===== config.mk =====
export PLATFORM = sky130hd
export DESIGN_NAME = mem_stage_hs_flat
export DESIGN_NICKNAME = d
export VERILOG_FILES = /design/src/rtl/mem_stage_hs_if.sv /design/src/rtl/mem_stage_hs.sv /design/src/flat_wrapper.sv
export SDC_FILE = /design/constraint.sdc
export NUM_CORES = 1
export LEC_CHECK = 0
export CORE_ASPECT_RATIO = 1.2
export CORE_MARGIN = 2
export CORE_UTILIZATION = 45
export DETAILED_ROUTE_END_ITERATION = 6
export DONT_BUFFER_PORTS = 1
export GPL_TIMING_DRIVEN = 1
export SYNTH_ARGS = -nofsm -noshare
export SYNTH_HDL_FRONTEND = slang
export SYNTH_SLANG_ARGS = --single-unit

===== constraint.sdc =====
create_clock -name CLK -period 1.8 [get_ports CLK]
set_clock_uncertainty 0.05 [all_clocks]
set_input_delay 0.36 -clock CLK [delete_from_list [all_inputs] [get_ports CLK]]
set_output_delay 0.36 -clock CLK [all_outputs]
set_load 0.05 [all_outputs]

===== src/rtl/mem_stage_hs_if.sv =====
// Bundles for the handshaked MEM stage: EXE-side request, data-memory bus and WB result.
// In each modport pair, the master drives the payload.

interface exe_if #(
  parameter int ADDR_W = 32
);
  logic              in_valid;
  logic              in_ready;
  logic [3:0]        in_op;
  logic [ADDR_W-1:0] in_addr;
  logic [31:0]       in_alu_result;
  logic [31:0]       in_store_data;
  logic [31:0]       in_rt_old;
  logic [4:0]        in_wreg;
  logic              in_regwrite;

  modport master (
    output in_valid, in_op, in_addr, in_alu_result, in_store_data,
           in_rt_old, in_wreg, in_regwrite,
    input  in_ready
  );

  modport slave (
    input  in_valid, in_op, in_addr, in_alu_result, in_store_data,
           in_rt_old, in_wreg, in_regwrite,
    output in_ready
  );
endinterface

interface dmem_if #(
  parameter int ADDR_W = 32
);
  logic              dm_req;
  logic              dm_we;
  logic [ADDR_W-1:0] dm_addr;
  logic [3:0]        dm_be;
  logic [31:0]       dm_wdata;
  logic              dm_ack;
  logic [31:0]       dm_rdata;

  modport master (
    output dm_req, dm_we, dm_addr, dm_be, dm_wdata,
    input  dm_ack, dm_rdata
  );

  modport slave (
    input  dm_req, dm_we, dm_addr, dm_be, dm_wdata,
    output dm_ack, dm_rdata
  );
endinterface

interface wb_if;
  logic        out_valid;
  logic [4:0]  out_wreg;
  logic        out_regwrite;
  logic [31:0] out_wdata;
  logic [1:0]  out_exc;

  modport master (
    output out_valid, out_wreg, out_regwrite, out_wdata, out_exc
  );

  modport slave (
    input  out_valid, out_wreg, out_regwrite, out_wdata, out_exc
  );
endinterface


===== src/rtl/mem_stage_hs.sv =====
// Handshaked MIPS MEM stage: one instruction per transaction, variable-latency data memory,
// big-endian byte lanes, misalignment and bus-timeout traps.

module mem_stage_hs #(
  parameter int ADDR_W  = 32,
  parameter int TIMEOUT = 255,
  parameter int CNT_W   = 8
) (
  input  logic    CLK,
  input  logic    RESET,
  exe_if.slave    exe,
  dmem_if.master  dm,
  wb_if.master    wb
);

  typedef enum logic [3:0] {
    OP_NONE = 4'd0,
    OP_LB   = 4'd1,
    OP_LBU  = 4'd2,
    OP_LH   = 4'd3,
    OP_LHU  = 4'd4,
    OP_LW   = 4'd5,
    OP_LWL  = 4'd6,
    OP_LWR  = 4'd7,
    OP_SB   = 4'd8,
    OP_SH   = 4'd9,
    OP_SW   = 4'd10,
    OP_SWL  = 4'd11,
    OP_SWR  = 4'd12
  } op_e;

  typedef enum logic {
    ST_IDLE   = 1'b0,
    ST_ACCESS = 1'b1
  } state_e;

  typedef enum logic [1:0] {
    EXC_NONE     = 2'd0,
    EXC_MISALIGN = 2'd1,
    EXC_TIMEOUT  = 2'd2
  } exc_e;

  // ---------------------------------------------------------------------------
  // State
  // ---------------------------------------------------------------------------
  state_e            state_q, state_d;
  logic [CNT_W-1:0]  cnt_q, cnt_d;

  logic              dm_req_q, dm_req_d;
  logic              dm_we_q, dm_we_d;
  logic [ADDR_W-1:0] dm_addr_q, dm_addr_d;
  logic [3:0]        dm_be_q, dm_be_d;
  logic [31:0]       dm_wdata_q, dm_wdata_d;

  logic [3:0]        op_q, op_d;
  logic [1:0]        off_q, off_d;
  logic [31:0]       rt_old_q, rt_old_d;
  logic [4:0]        wreg_q, wreg_d;
  logic              regwrite_q, regwrite_d;

  logic              out_valid_q, out_valid_d;
  logic [4:0]        out_wreg_q, out_wreg_d;
  logic              out_regwrite_q, out_regwrite_d;
  logic [31:0]       out_wdata_q, out_wdata_d;
  logic [1:0]        out_exc_q, out_exc_d;

  // ---------------------------------------------------------------------------
  // Request decode
  // ---------------------------------------------------------------------------
  logic        in_ready;
  logic        xfer;
  logic [1:0]  in_off;
  logic        in_is_mem;
  logic        in_is_store;
  logic        in_misaligned;

  assign in_ready = (state_q == ST_IDLE) && RESET;
  assign xfer     = exe.in_valid && in_ready;
  assign in_off   = exe.in_addr[1:0];

  assign in_is_mem   = (exe.in_op >= OP_LB) && (exe.in_op <= OP_SWR);
  assign in_is_store = (exe.in_op >= OP_SB) && (exe.in_op <= OP_SWR);

  // LWL/LWR/LB/LBU/SB/SWL/SWR accept any offset.
  assign in_misaligned =
      (((exe.in_op == OP_LH) || (exe.in_op == OP_LHU) || (exe.in_op == OP_SH)) && in_off[0]) ||
      (((exe.in_op == OP_LW) || (exe.in_op == OP_SW)) && (in_off != 2'b00));

  // ---------------------------------------------------------------------------
  // Store lane placement (bit3 of be = bits[31:24] = offset 0)
  // ---------------------------------------------------------------------------
  logic [3:0]  st_be;
  logic [31:0] st_wdata;
  logic [4:0]  st_shl;
  logic [4:0]  st_shr;

  assign st_shl = {in_off, 3'b000};
  assign st_shr = {~in_off, 3'b000};

  // NOTE: every always_comb output gets a default before the case; a path that
  // leaves a variable unassigned would otherwise infer a latch.
  always_comb begin
    st_be    = 4'b1111;
    st_wdata = exe.in_store_data;
    case (exe.in_op)
      OP_SB: begin
        st_be    = 4'b1000 >> in_off;
        st_wdata = {4{exe.in_store_data[7:0]}};
      end
      OP_SH: begin
        st_be    = in_off[1] ? 4'b0011 : 4'b1100;
        st_wdata = {2{exe.in_store_data[15:0]}};
      end
      OP_SWL: begin
        st_be    = 4'b1111 >> in_off;
        st_wdata = exe.in_store_data >> st_shl;
      end
      OP_SWR: begin
        st_be    = 4'b1111 << (~in_off);
        st_wdata = exe.in_store_data << st_shr;
      end
      default: ;
    endcase
  end

  // ---------------------------------------------------------------------------
  // Load alignment and extension
  // ---------------------------------------------------------------------------
  logic [31:0] ld_shl_word;
  logic [31:0] ld_data;
  logic [7:0]  ld_byte;
  logic [15:0] ld_half;
  logic [4:0]  ld_shl;
  logic [4:0]  ld_shr;

  assign ld_shl      = {off_q, 3'b000};
  assign ld_shr      = {~off_q, 3'b000};
  // Shifting the addressed byte/half to the top makes lane k land at [31:24].
  assign ld_shl_word = dm.dm_rdata << ld_shl;
  assign ld_byte     = ld_shl_word[31:24];
  assign ld_half     = ld_shl_word[31:16];

  always_comb begin
    ld_data = 32'h0;
    case (op_q)
      OP_LB:  ld_data = {{24{ld_byte[7]}}, ld_byte};
      OP_LBU: ld_data = {24'h0, ld_byte};
      OP_LH:  ld_data = {{16{ld_half[15]}}, ld_half};
      OP_LHU: ld_data = {16'h0, ld_half};
      OP_LW:  ld_data = dm.dm_rdata;
      OP_LWL: ld_data = ld_shl_word | (rt_old_q & ~(32'hFFFF_FFFF << ld_shl));
      OP_LWR: ld_data = (dm.dm_rdata >> ld_shr) | (rt_old_q & ~(32'hFFFF_FFFF >> ld_shr));
      default: ;
    endcase
  end

  logic op_q_is_load;
  assign op_q_is_load = (op_q >= OP_LB) && (op_q <= OP_LWR);

  // ---------------------------------------------------------------------------
  // Next-state / output logic
  // ---------------------------------------------------------------------------
  always_comb begin
    state_d        = state_q;
    cnt_d          = cnt_q;
    dm_req_d       = dm_req_q;
    dm_we_d        = dm_we_q;
    dm_addr_d      = dm_addr_q;
    dm_be_d        = dm_be_q;
    dm_wdata_d     = dm_wdata_q;
    op_d           = op_q;
    off_d          = off_q;
    rt_old_d       = rt_old_q;
    wreg_d         = wreg_q;
    regwrite_d     = regwrite_q;
    out_valid_d    = 1'b0;
    out_wreg_d     = out_wreg_q;
    out_regwrite_d = out_regwrite_q;
    out_wdata_d    = out_wdata_q;
    out_exc_d      = out_exc_q;

    case (state_q)
      ST_IDLE: begin
        if (xfer) begin
          if (in_is_mem && !in_misaligned) begin
            state_d    = ST_ACCESS;
            cnt_d      = '0;
            dm_req_d   = 1'b1;
            dm_we_d    = in_is_store;
            dm_addr_d  = {exe.in_addr[ADDR_W-1:2], 2'b00};
            dm_be_d    = st_be;
            dm_wdata_d = st_wdata;
            op_d       = exe.in_op;
            off_d      = in_off;
            rt_old_d   = exe.in_rt_old;
            wreg_d     = exe.in_wreg;
            regwrite_d = exe.in_regwrite;
          end else if (in_misaligned) begin
            out_valid_d    = 1'b1;
            out_wreg_d     = exe.in_wreg;
            out_regwrite_d = 1'b0;
            out_wdata_d    = exe.in_alu_result;
            out_exc_d      = EXC_MISALIGN;
          end else begin
            out_valid_d    = 1'b1;
            out_wreg_d     = exe.in_wreg;
            out_regwrite_d = exe.in_regwrite;
            out_wdata_d    = exe.in_alu_result;
            out_exc_d      = EXC_NONE;
          end
        end
      end

      ST_ACCESS: begin
        if (dm.dm_ack) begin
          state_d        = ST_IDLE;
          dm_req_d       = 1'b0;
          out_valid_d    = 1'b1;
          out_wreg_d     = wreg_q;
          out_regwrite_d = regwrite_q && op_q_is_load;
          out_wdata_d    = ld_data;
          out_exc_d      = EXC_NONE;
        end else if (cnt_q == CNT_W'(TIMEOUT - 1)) begin
          // TIMEOUT request cycles have elapsed without an acknowledge.
          state_d        = ST_IDLE;
          dm_req_d       = 1'b0;
          out_valid_d    = 1'b1;
          out_wreg_d     = wreg_q;
          out_regwrite_d = 1'b0;
          out_wdata_d    = 32'h0;
          out_exc_d      = EXC_TIMEOUT;
        end else begin
          cnt_d = cnt_q + 1'b1;
        end
      end

      default: state_d = ST_IDLE;
    endcase
  end

  // ---------------------------------------------------------------------------
  // Registers
  // ---------------------------------------------------------------------------
  // NOTE: sequential state uses non-blocking assignments so every flop samples
  // its _d value from before the edge, independent of statement order.
  always_ff @(posedge CLK or negedge RESET) begin
    if (!RESET) begin
      state_q        <= ST_IDLE;
      cnt_q          <= '0;
      dm_req_q       <= 1'b0;
      dm_we_q        <= 1'b0;
      dm_addr_q      <= '0;
      dm_be_q        <= 4'h0;
      dm_wdata_q     <= 32'h0;
      op_q           <= OP_NONE;
      off_q          <= 2'b00;
      rt_old_q       <= 32'h0;
      wreg_q         <= 5'd0;
      regwrite_q     <= 1'b0;
      out_valid_q    <= 1'b0;
      out_wreg_q     <= 5'd0;
      out_regwrite_q <= 1'b0;
      out_wdata_q    <= 32'h0;
      out_exc_q      <= EXC_NONE;
    end else begin
      state_q        <= state_d;
      cnt_q          <= cnt_d;
      dm_req_q       <= dm_req_d;
      dm_we_q        <= dm_we_d;
      dm_addr_q      <= dm_addr_d;
      dm_be_q        <= dm_be_d;
      dm_wdata_q     <= dm_wdata_d;
      op_q           <= op_d;
      off_q          <= off_d;
      rt_old_q       <= rt_old_d;
      wreg_q         <= wreg_d;
      regwrite_q     <= regwrite_d;
      out_valid_q    <= out_valid_d;
      out_wreg_q     <= out_wreg_d;
      out_regwrite_q <= out_regwrite_d;
      out_wdata_q    <= out_wdata_d;
      out_exc_q      <= out_exc_d;
    end
  end

  // ---------------------------------------------------------------------------
  // Outputs
  // ---------------------------------------------------------------------------
  assign exe.in_ready    = in_ready;

  assign dm.dm_req       = dm_req_q;
  assign dm.dm_we        = dm_we_q;
  assign dm.dm_addr      = dm_addr_q;
  assign dm.dm_be        = dm_be_q;
  assign dm.dm_wdata     = dm_wdata_q;

  assign wb.out_valid    = out_valid_q;
  assign wb.out_wreg     = out_wreg_q;
  assign wb.out_regwrite = out_regwrite_q;
  assign wb.out_wdata    = out_wdata_q;
  assign wb.out_exc      = out_exc_q;

endmodule


===== src/flat_wrapper.sv =====
// flat-port wrapper written by rule: the top's interface ports become plain ports
module mem_stage_hs_flat 
#(
  parameter int ADDR_W  = 32,
  parameter int TIMEOUT = 255,
  parameter int CNT_W   = 8
)
  (CLK, RESET, exe_in_valid, exe_in_op, exe_in_addr, exe_in_alu_result, exe_in_store_data, exe_in_rt_old, exe_in_wreg, exe_in_regwrite, exe_in_ready, dm_dm_req, dm_dm_we, dm_dm_addr, dm_dm_be, dm_dm_wdata, dm_dm_ack, dm_dm_rdata, wb_out_valid, wb_out_wreg, wb_out_regwrite, wb_out_wdata, wb_out_exc);
  exe_if #(.ADDR_W(ADDR_W)) exe_i ();
  dmem_if #(.ADDR_W(ADDR_W)) dm_i ();
  wb_if wb_i ();
  input  logic CLK;
  input  logic RESET;
  input wire logic [$bits(exe_i.in_valid)-1:0] exe_in_valid;
  input wire logic [$bits(exe_i.in_op)-1:0] exe_in_op;
  input wire logic [$bits(exe_i.in_addr)-1:0] exe_in_addr;
  input wire logic [$bits(exe_i.in_alu_result)-1:0] exe_in_alu_result;
  input wire logic [$bits(exe_i.in_store_data)-1:0] exe_in_store_data;
  input wire logic [$bits(exe_i.in_rt_old)-1:0] exe_in_rt_old;
  input wire logic [$bits(exe_i.in_wreg)-1:0] exe_in_wreg;
  input wire logic [$bits(exe_i.in_regwrite)-1:0] exe_in_regwrite;
  output wire logic [$bits(exe_i.in_ready)-1:0] exe_in_ready;
  output wire logic [$bits(dm_i.dm_req)-1:0] dm_dm_req;
  output wire logic [$bits(dm_i.dm_we)-1:0] dm_dm_we;
  output wire logic [$bits(dm_i.dm_addr)-1:0] dm_dm_addr;
  output wire logic [$bits(dm_i.dm_be)-1:0] dm_dm_be;
  output wire logic [$bits(dm_i.dm_wdata)-1:0] dm_dm_wdata;
  input wire logic [$bits(dm_i.dm_ack)-1:0] dm_dm_ack;
  input wire logic [$bits(dm_i.dm_rdata)-1:0] dm_dm_rdata;
  output wire logic [$bits(wb_i.out_valid)-1:0] wb_out_valid;
  output wire logic [$bits(wb_i.out_wreg)-1:0] wb_out_wreg;
  output wire logic [$bits(wb_i.out_regwrite)-1:0] wb_out_regwrite;
  output wire logic [$bits(wb_i.out_wdata)-1:0] wb_out_wdata;
  output wire logic [$bits(wb_i.out_exc)-1:0] wb_out_exc;
  assign exe_i.in_valid = exe_in_valid;
  assign exe_i.in_op = exe_in_op;
  assign exe_i.in_addr = exe_in_addr;
  assign exe_i.in_alu_result = exe_in_alu_result;
  assign exe_i.in_store_data = exe_in_store_data;
  assign exe_i.in_rt_old = exe_in_rt_old;
  assign exe_i.in_wreg = exe_in_wreg;
  assign exe_i.in_regwrite = exe_in_regwrite;
  assign exe_in_ready = exe_i.in_ready;
  assign dm_dm_req = dm_i.dm_req;
  assign dm_dm_we = dm_i.dm_we;
  assign dm_dm_addr = dm_i.dm_addr;
  assign dm_dm_be = dm_i.dm_be;
  assign dm_dm_wdata = dm_i.dm_wdata;
  assign dm_i.dm_ack = dm_dm_ack;
  assign dm_i.dm_rdata = dm_dm_rdata;
  assign wb_out_valid = wb_i.out_valid;
  assign wb_out_wreg = wb_i.out_wreg;
  assign wb_out_regwrite = wb_i.out_regwrite;
  assign wb_out_wdata = wb_i.out_wdata;
  assign wb_out_exc = wb_i.out_exc;
  mem_stage_hs #(.ADDR_W(ADDR_W), .TIMEOUT(TIMEOUT), .CNT_W(CNT_W)) u_core (.CLK(CLK), .RESET(RESET), .exe(exe_i), .dm(dm_i), .wb(wb_i));
endmodule

==> results of run 1 <==
-- worst max-delay path: stages, from the launching register on --
cell and delay, ps:
dfrtp_2 430, buf_6 130, buf_12 130, mux2_2 280, mux2i_2 200, o2111ai_2 200
a22o_1 250, mux2_4 250
-- routing by layer --
layer | global-route usage | vias to the layer above | part of all wire
met5 | 0 | - | 0
met4 | 0.115 | 0 | 0.038
met3 | 0.0765 | 71 | 0.082
met2 | 0.458 | 412 | 0.51
met1 | 0.322 | 4345 | 0.37
li1 | - | 3836 | -
-- path summary, 6_finish.rpt --
kind	endpoint	slack [ps]	cells after the start
worst max-delay path	u_core.wb.out_wdata[28]	-220	7
worst min-delay path	u_core.rt_old_q[13]	-440	0
worst max register to register	u_core.wb.out_wdata[28]	-220	7
worst min register to register	u_core.wreg_q[2]	470	1
max in group asynchronous	u_core.off_q[0]	1840	0
min in group CLK	u_core.rt_old_q[4]	20	1
-- where the power goes --
| group | switching (mW) | internal (mW) | leakage [nW] |
|---|---|---|---|
| logic | 2.39 | 3.41 | 3.37 |
| registers | 3.84 | 4.67 | 1.89 |
| clock network | 1.81 | 1.89 | 0.295 |
| total | 8.04 | 9.97 | 5.55 |
-- final cells by class --
type | count | area, µm²
clock buffer | 17 | 425
inverter | 9 | 33.8
timing repair buffer | 201 | 2260
clock inverter | 15 | 174
fill | 1724 | 8130
multi-input combinational | 683 | 6280
tap | 274 | 343
sequential | 162 | 4060
-- cell families (layout without fill, tap and decap cells) --
family,after synthesis,in the layout,synth area share
DFF,162,162,0.407
other,1,2,0.000376
adders and majority gates,2,2,0.00251
AOI/OAI and AO/OA,242,242,0.169
muxes,184,184,0.239
xor gates and xnor gates,5,5,0.00440
buffers and inverters,98,242,0.0551
and+or+nand+nor,248,248,0.122
-- flip-flops by register name, indices dropped and copies added, names as in the netlist, 2 cells and up --
signal and count:
u_core.wb.out_wreg 5, u_core.rt_old_q 32, u_core.wreg_q 5, u_core.wb.out_wdata 32, u_core.dm.dm_wdata 32, u_core.op_q 4, u_core.off_q 2, u_core.cnt_q 8
u_core.dm.dm_addr 30, u_core.dm.dm_be 4, u_core.wb.out_exc 2
-- synth_stat cells (3+ instances only) --
library cell | number | area [µm²]
a21o_1 | 3 | 22.5
a21oi_1 | 46 | 230
a221o_1 | 8 | 80.1
a221oi_1 | 8 | 70.1
a222oi_1 | 16 | 160
a22o_1 | 15 | 131
a22oi_1 | 8 | 60.1
a31oi_1 | 38 | 238
a41o_1 | 8 | 80.1
and2_1 | 4 | 25.0
and3b_1 | 3 | 26.3
buf_1 | 3 | 11.3
buf_2 | 34 | 170
buf_4 | 15 | 113
buf_6 | 11 | 124
clkbuf_1 | 26 | 97.6
dfrtp_1 | 162 | 4050
inv_1 | 9 | 33.8
mux2_2 | 59 | 664
mux2_4 | 54 | 811
mux2i_1 | 55 | 551
mux4_2 | 16 | 360
nand2_1 | 77 | 289
nand2b_1 | 9 | 56.3
nand3_1 | 18 | 90.1
nand3b_1 | 4 | 30.0
nand4_1 | 5 | 31.3
nor2_1 | 51 | 191
nor2b_1 | 12 | 75.1
nor3_1 | 41 | 205
o2111ai_1 | 8 | 70.1
o211ai_1 | 10 | 75.1
o21ai_0 | 33 | 165
o21ai_1 | 11 | 55.1
o22ai_1 | 11 | 68.8
o31ai_1 | 4 | 30.0
or2_1 | 3 | 18.8
or3_1 | 4 | 25.0
xor2_1 | 3 | 26.3
-- cell usage in the layout (no fill, tap or decap), types with 26 or more instances in the layout --
| cell | count |
|---|---|
| a21oi_2 | 29 |
| a31oi_1 | 32 |
| buf_4 | 98 |
| buf_6 | 30 |
| dfrtp_1 | 158 |
| dlygate4sd3_1 | 28 |
| mux2_2 | 26 |
| mux2_4 | 87 |
| mux2i_1 | 47 |
| nand2_1 | 77 |
| nor3_1 | 29 |
| o21ai_0 | 26 |
-- timing repair --
action	CTS	global route
setup endpoints to repair	130	152
pin swaps	21	35
hold buffers	20	8
resized for setup	75	201
cloned	6	7
setup buffers	37	11
endpoints found under the hold margin	183	170
==> results.ini, run 1 <==
[timing]
setup_slack_ps=-223
slew_headroom=0.597
finalSetupViolations=134
worstMarginPinSlew_ps=605
fin_setup_tns_ps=-12820
fin_hold_ws_ps=-439
finalMaxSlewViolations=0
rsz0062_at_grt=yes
final-hold-violation-count=162
fmax_mhz=494
min_period_ps=2020
period_share=1.12

[drt]
drcViolationCount=1
drt-pass1-iter-count=7
vias=8664
routed_wl_mm=33.8
wl_per_cell_um=24.8
drt_iter0_drc=578
ant_nets=0
via_per_inst=6.37

[synth]
synth-seq-cells=162
synth_cell_types=69
synthesis.area_mm2=0.00997
synth_edf_count=0
postSynthAreaPerCell_um2=10.6
yosysSeqAreaShare=0.407
synthFlopType=dfrtp_1
ys.warnings.count=0
synthCells=942
ys_async_sr_fraction=1.00

[clock_network]
cts-buffers-inserted=17
cts_tree=yes
root_buffer=clkbuf_16
htreeDepth=4
clk_pin_slew_worst_paths_ps=80
cts_sinks=162
clock_path_buffers=2
clk_latency_ps=440

[grt]
grt_overflow=0
antenna_found_initial=0
grt_pass1_wl_mm=49.4
grt.total_usage=0.270
grt_max_degree=165
grt_pass1_vias=8433

[run]
maxCapViolations=0

[floorplanning]
dieHeight_um=167
num_io_pins=286
die_x_um=140
start_util=0.459
rows=59
dieArea_mm2=0.0234
core_area_mm2=0.0217

[placed_design]
dp.cells=1249
pre_cts_slack_ps=-282
port_buffers=0
dpl.hpwl_mm=22.2
dpl_cell_area_mm2=0.0110
gp_congestion=0.904

[power_and_ir_drop]
cellLeakagePower_nw=5.55
power.total_mw=18.0
vdd_ir_drop_max_v=0.000900
powerDensity_mw_per_mm2=1330

[min_path]
hp-class=in -> async

[outcome]
violations=DRC, hold timing, setup timing
status=finished, violations left

[final_layout]
nNetsFinal=1250
final_cells=1361
drive_above_1_share=0.431
fin_area_mm2=0.0136
n_antenna_cell=0
area_delta_synth_final_pct=36.2
fin_util=0.625

[worst_setup_path]
crit_required_ps=2080
start_kind=flip-flop
end_kind=flip-flop
path_class=reg -> reg
cp.arrival_ps=2310
startpoint=u_core.off_q[1]
path_max_fanout=6
reg2reg_from=u_core.off_q[1]

No activity file was read; power rests on OpenSTA's default activity.
==> run 2, diff against run 1 <==
Settings changed: REMOVE_ABC_BUFFERS set to 1, SLEW_MARGIN set to 5.
==> run 2 against run 1 <==
  * The flow finishes with violations (hold timing, setup timing)
  * Largest power group unchanged
  * Setup slack gained 43 ps
  * Non-clock buffer count decreased by 22
  * Total power fell by 2.1%
==> results.ini, run 2 (synthesized netlist as in run 1, its figures left out) <==
[final_layout]
nNetsFinal=1228
area_delta_synth_final_pct=32.1
drive_above_1_share=0.419
n_antenna_cell=0
final_cells=1337
final_common_cell=dfrtp_1
layout_common_cells=dfrtp_1 (159), buf_4 (98), mux2_4 (83), nand2_1 (76), mux2i_1 (47)
num-fill-cells=1778

[power_and_ir_drop]
cellLeakagePower_nw=5.42
p_clk_frac=0.203
power.total_mw=17.6
seq_power_share=0.480
switching_power_mw=7.73
pwr-share-comb=0.317
powerDensity_mw_per_mm2=1340
swShare=0.438
vdd_ir_drop_max_v=0.000849
internal_power_mw=9.90

[timing]
final-hold-violation-count=162
fin_setup_tns_ps=-12000
worstMarginPinSlew_ps=1380
rsz0062_at_grt=yes
slew_headroom=0.0714
finalMaxSlewViolations=0
fin_hold_ws_ps=-425
period_share=1.10
setup_slack_ps=-181
fmax_mhz=505
min_period_ps=1980
finalSetupViolations=130

[placed_design]
dpl.hpwl_mm=20.7
port_buffers=0
dp.cells=1251
gp_congestion=0.851

[worst_setup_path]
r2r-end=u_core.wb.out_wdata[27]
path_class=reg -> reg
path_max_fanout=6
crit_end=u_core.wb.out_wdata[27]
path_buf_inv=1
start_kind=flip-flop
critPathTopFamily=multiplexers
startpoint=u_core.off_q[0]
critical_path.cell_chain=mux4_2 > nand3_4 > buf_12 > o2111ai_4 > a22o_1 > mux2_4
cp.arrival_ps=2240
critPathMaxStageDelay_ps=580
rr_worst_depth=6
end_kind=flip-flop
crit_required_ps=2060
slowest_stage=mux4_2
regToRegSetupSlack_ps=-180
path_depth=6
reg2reg_from=u_core.off_q[0]

[drt]
via_per_inst=6.28
routed_wl_mm=32.1
drt-pass1-iter-count=5
vias=8392
drt_iter0_drc=678
drcViolationCount=0
ant_nets=0
wl_per_cell_um=24.0

[grt]
grt_pass1_wl_mm=49.2
grt_max_degree=165
antenna_found_initial=0
grt_pass1_vias=8659
grt.total_usage=0.265
grt_overflow=0

[floorplanning]
die_x_um=140
core_area_mm2=0.0217
rows=59
dieArea_mm2=0.0234
dieHeight_um=167
num_io_pins=286
start_util=0.459

[clock_network]
clk_latency_ps=430
clk_pin_slew_worst_paths_ps=70
cts-buffers-inserted=17
cts_tree=yes
cts_sinks=162
root_buffer=clkbuf_16
htreeDepth=4
clock_path_buffers=2

[outcome]
violations=hold timing, setup timing
status=finished, violations left

[min_path]
hp-class=in -> async

[run]
maxCapViolations=0

[run 2: cell types whose count changed in the layout (fill, tap and decap cells not counted), sizes merged]
| cell | change |
|---|---|
| dlygate4sd3 | -25 |
| clkinv | -4 |
| buf | +3 |
| clkinvlp | +2 |
| inv | -2 |
| bufbuf | +1 |
| bufinv | +1 |
[run 2: power by group through the flow]
stage / clock, mW / sequential, mW / combinational [mW]
final: 3.57 / 8.46 / 5.60
after global routing: 3.78 / 8.59 / 6.03
after CTS: 3.65 / 8.37 / 5.05
after detailed placement: 0 / 8.42 / 4.46
after global placement: 0 / 8.41 / 4.38
after floorplan: 0 / 8.36 / 2.86
[run 2: how the worst min path moves through the flow]
stage                              to  slack [ps]  cells past startpoint
6_report       u_core.dm.dm_wdata[13]        -430                      0
5_1_grt        u_core.dm.dm_wdata[13]        -450                      0
4_1_cts        u_core.dm.dm_wdata[17]        -440                      0
3_5_place_dp      u_core.rt_old_q[20]          20                      0
3_3_place_gp      u_core.rt_old_q[12]          20                      0
2_1_floorplan         u_core.cnt_q[0]          10                      0
[run 2: cell type report]
class / count / area, µm² / area share
multi-input cells: 683 / 6080 / 0.462
well taps: 274 / 343 / 0.0260
inverters: 9 / 33.8 / 0.00257
repair buffers: 179 / 2100 / 0.159
flip-flops and latches: 162 / 4060 / 0.308
clock buffers: 18 / 429 / 0.0326
clock inverters: 12 / 125 / 0.00951
[run 2: routing by layer]
layer	wire length (µm)	GRT usage	share of wire	vias up
met2	16200	0.446	0.51	390
met3	2840	0.0753	0.088	47
met1	12300	0.323	0.38	4172
met4	756	0.101	0.024	0
li1	-	-	-	3783
met5	0	0	0	-
[run 2: through the flow]
stage,setup WS [ps],utilization,area [µm²]
3_5_place_dp,-282,0.507,11000
6_report,-181,0.606,13200
5_1_grt,-236,0.606,13200
3_3_place_gp,-268,0.507,11000
2_1_floorplan,-6520,-,9450
4_1_cts,-172,0.570,12400
[run 2: what timing repair did]
action,CTS,global route
setup endpoints to repair,110,155
setup buffers,27,16
pin swaps,15,24
hold buffers,2,1
endpoints found under the hold margin,165,163
gates cloned,7,6
resized for setup,96,148
==> run 3, diff against run 2 <==
Clock period 1.8 ns to 1.6 ns, I/O delays scaled along.
==> run 3 against run 2 <==
  * Global-route usage rose by 0.92 points
  * First-iteration DRC count is 6.5% higher
  * Clock power up 17%
  * Flip-flop and latch count did not move
  * Routed wire length up 5.4%
  * Sequential power is 13% higher
  * Fmax is 2.6% lower
  * Clock-buffer cell count up 2
  * Final cell count up 7.4%
  * Utilization up 4.6 points
  * The flow finishes with violations (DRC, hold timing, setup timing)
  * Sequential share of layout area shrank 2.2 points
  * Register-to-register slack worse by 250 ps
==> results.ini, run 3 (synthesized netlist as in run 1, its figures left out) <==
[timing]
rsz0062_at_grt=yes
fin_hold_ws_ps=-459
setup_slack_ps=-433
fmax_mhz=492
min_period_ps=2030
final-hold-violation-count=162
slew_headroom=0.567
finalSetupViolations=163
finalMaxSlewViolations=0
worstMarginPinSlew_ps=649
period_share=1.27

[final_layout]
layout_common_cells=dfrtp_1 (158), dlygate4sd3_1 (98), buf_4 (93), mux2_4 (89), nand2_1 (76)
nNetsFinal=1325
final_cells=1436
final_common_cell=dfrtp_1
fin_util=0.653
drive_above_1_share=0.389
n_antenna_cell=0
area_delta_synth_final_pct=42.2

[drt]
ant_nets=0
drcViolationCount=2
vias=8865
drt-pass1-iter-count=7
drt_iter0_drc=722
via_per_inst=6.17
routed_wl_mm=33.9
wl_per_cell_um=23.6

[worst_setup_path]
cp.arrival_ps=2290
start_kind=flip-flop
path_max_fanout=12
critPathTopFamily=multiplexers
slowest_stage=dfrtp_2
end_kind=flip-flop
path_class=reg -> reg
critical_path.cell_chain=buf_12 > mux2_2 > mux2i_2 > o2111ai_2 > a22o_1 > mux2_4
crit_required_ps=1850
path_buf_inv=1
critPathMaxStageDelay_ps=510

[grt]
grt_pass1_vias=9112
grt_pass1_wl_mm=51.0
antenna_found_initial=0
grt_overflow=0
grt.total_usage=0.274
grt_max_degree=165

[floorplanning]
num_io_pins=286
rows=59
dieArea_mm2=0.0234
dieHeight_um=167
start_util=0.459
core_area_mm2=0.0217
die_x_um=140

[power_and_ir_drop]
p_clk_frac=0.205
seq_power_share=0.472
powerDensity_mw_per_mm2=1430
cellLeakagePower_nw=5.86
swShare=0.437
pwr-share-comb=0.323
vdd_ir_drop_max_v=0.000964
switching_power_mw=8.87
internal_power_mw=11.4

[clock_network]
clk_latency_ps=430
htreeDepth=4
cts_sinks=162
cts_hold_buf=98
cts-buffers-inserted=17
clock_path_buffers=2
cts_tree=yes
root_buffer=clkbuf_16
clk_pin_slew_worst_paths_ps=70

[placed_design]
gp_congestion=0.842
port_buffers=0
dp.cells=1259
dpl.hpwl_mm=20.7

[min_path]
hp-class=in -> async

[outcome]
status=finished, violations left
violations=DRC, hold timing, setup timing

[run]
maxCapViolations=0

## run 3: cell types whose count changed in the layout (fill, tap and decap cells not counted), moves of 6 or more
| cell | delta |
|---|---|
| buf_6 | +11 |
| mux2_4 | +6 |
| mux2_2 | -6 |
| nor2_4 | +6 |
| o21ai_1 | -9 |
| o21ai_0 | +9 |
| dlygate4sd3_1 | +95 |
## run 3: worst paths after layout
kind | start | end | slack [ps] | depth (start not counted)
max in group asynchronous | RESET | u_core.off_q[0] | 1660 | 0
max | u_core.off_q[1] | u_core.wb.out_wdata[27] | -430 | 6
min reg2reg | u_core.wreg_q[3] | u_core.wreg_q[3] | 470 | 1
min in group CLK | exe_in_alu_result[7] | u_core.wb.out_wdata[7] | 10 | 2
min | RESET | u_core.rt_old_q[20] | -460 | 0
max reg2reg | u_core.off_q[1] | u_core.wb.out_wdata[27] | -430 | 6
## run 3: repair_timing
item / 4_1_cts / 5_1_grt
setup endpoints to repair: 160 / 163
pin swaps: 10 / 33
endpoints found under the hold margin: 263 / 162
setup buffers: 20 / 24
resized for setup: 132 / 145
gates cloned: 10 / 4
## run 3: worst register-to-register path, cell delays in order (launching register included)
cell and delay (ps):
dfrtp_2 510, buf_12 190, mux2_2 390, mux2i_2 220, o2111ai_2 130, a22o_1 190
mux2_4 250
## run 3: final cells by class
cell class	count	area (µm²)
fillers	1695	7540
multi-input cells	683	6080
flip-flops and latches	162	4060
repair buffers	276	3070
clock buffers	20	447
well taps	274	343
clock inverters	12	139
inverters	9	33.8
## run 3: power by group through the flow
stage | registers [mW] | logic (mW) | clock network (mW)
after floorplan | 9.40 | 3.22 | 0
after global placement | 9.47 | 4.91 | 0
after detailed placement | 9.49 | 5.01 | 0
after CTS | 9.47 | 5.83 | 4.27
after global routing | 9.72 | 6.99 | 4.42
final | 9.58 | 6.55 | 4.16
## run 3: per-layer routing
layer / global-route usage / share of wire
met2: 0.467 / 0.50
met4: 0.0826 / 0.027
met5: 0 / 0
met3: 0.0788 / 0.088
met1: 0.338 / 0.38
## run 3: through the flow
step | setup TNS [ps] | power, mW | instance area, µm² | worst slack, ps
6_report | -38770 | 20.3 | 14200 | -433
4_1_cts | -40830 | 19.6 | 13500 | -357
5_1_grt | -47080 | 21.1 | 14200 | -473
3_3_place_gp | -42900 | 14.4 | 11000 | -431
3_5_place_dp | -49030 | 14.5 | 11000 | -475
2_1_floorplan | -853440 | 12.6 | 9450 | -6700
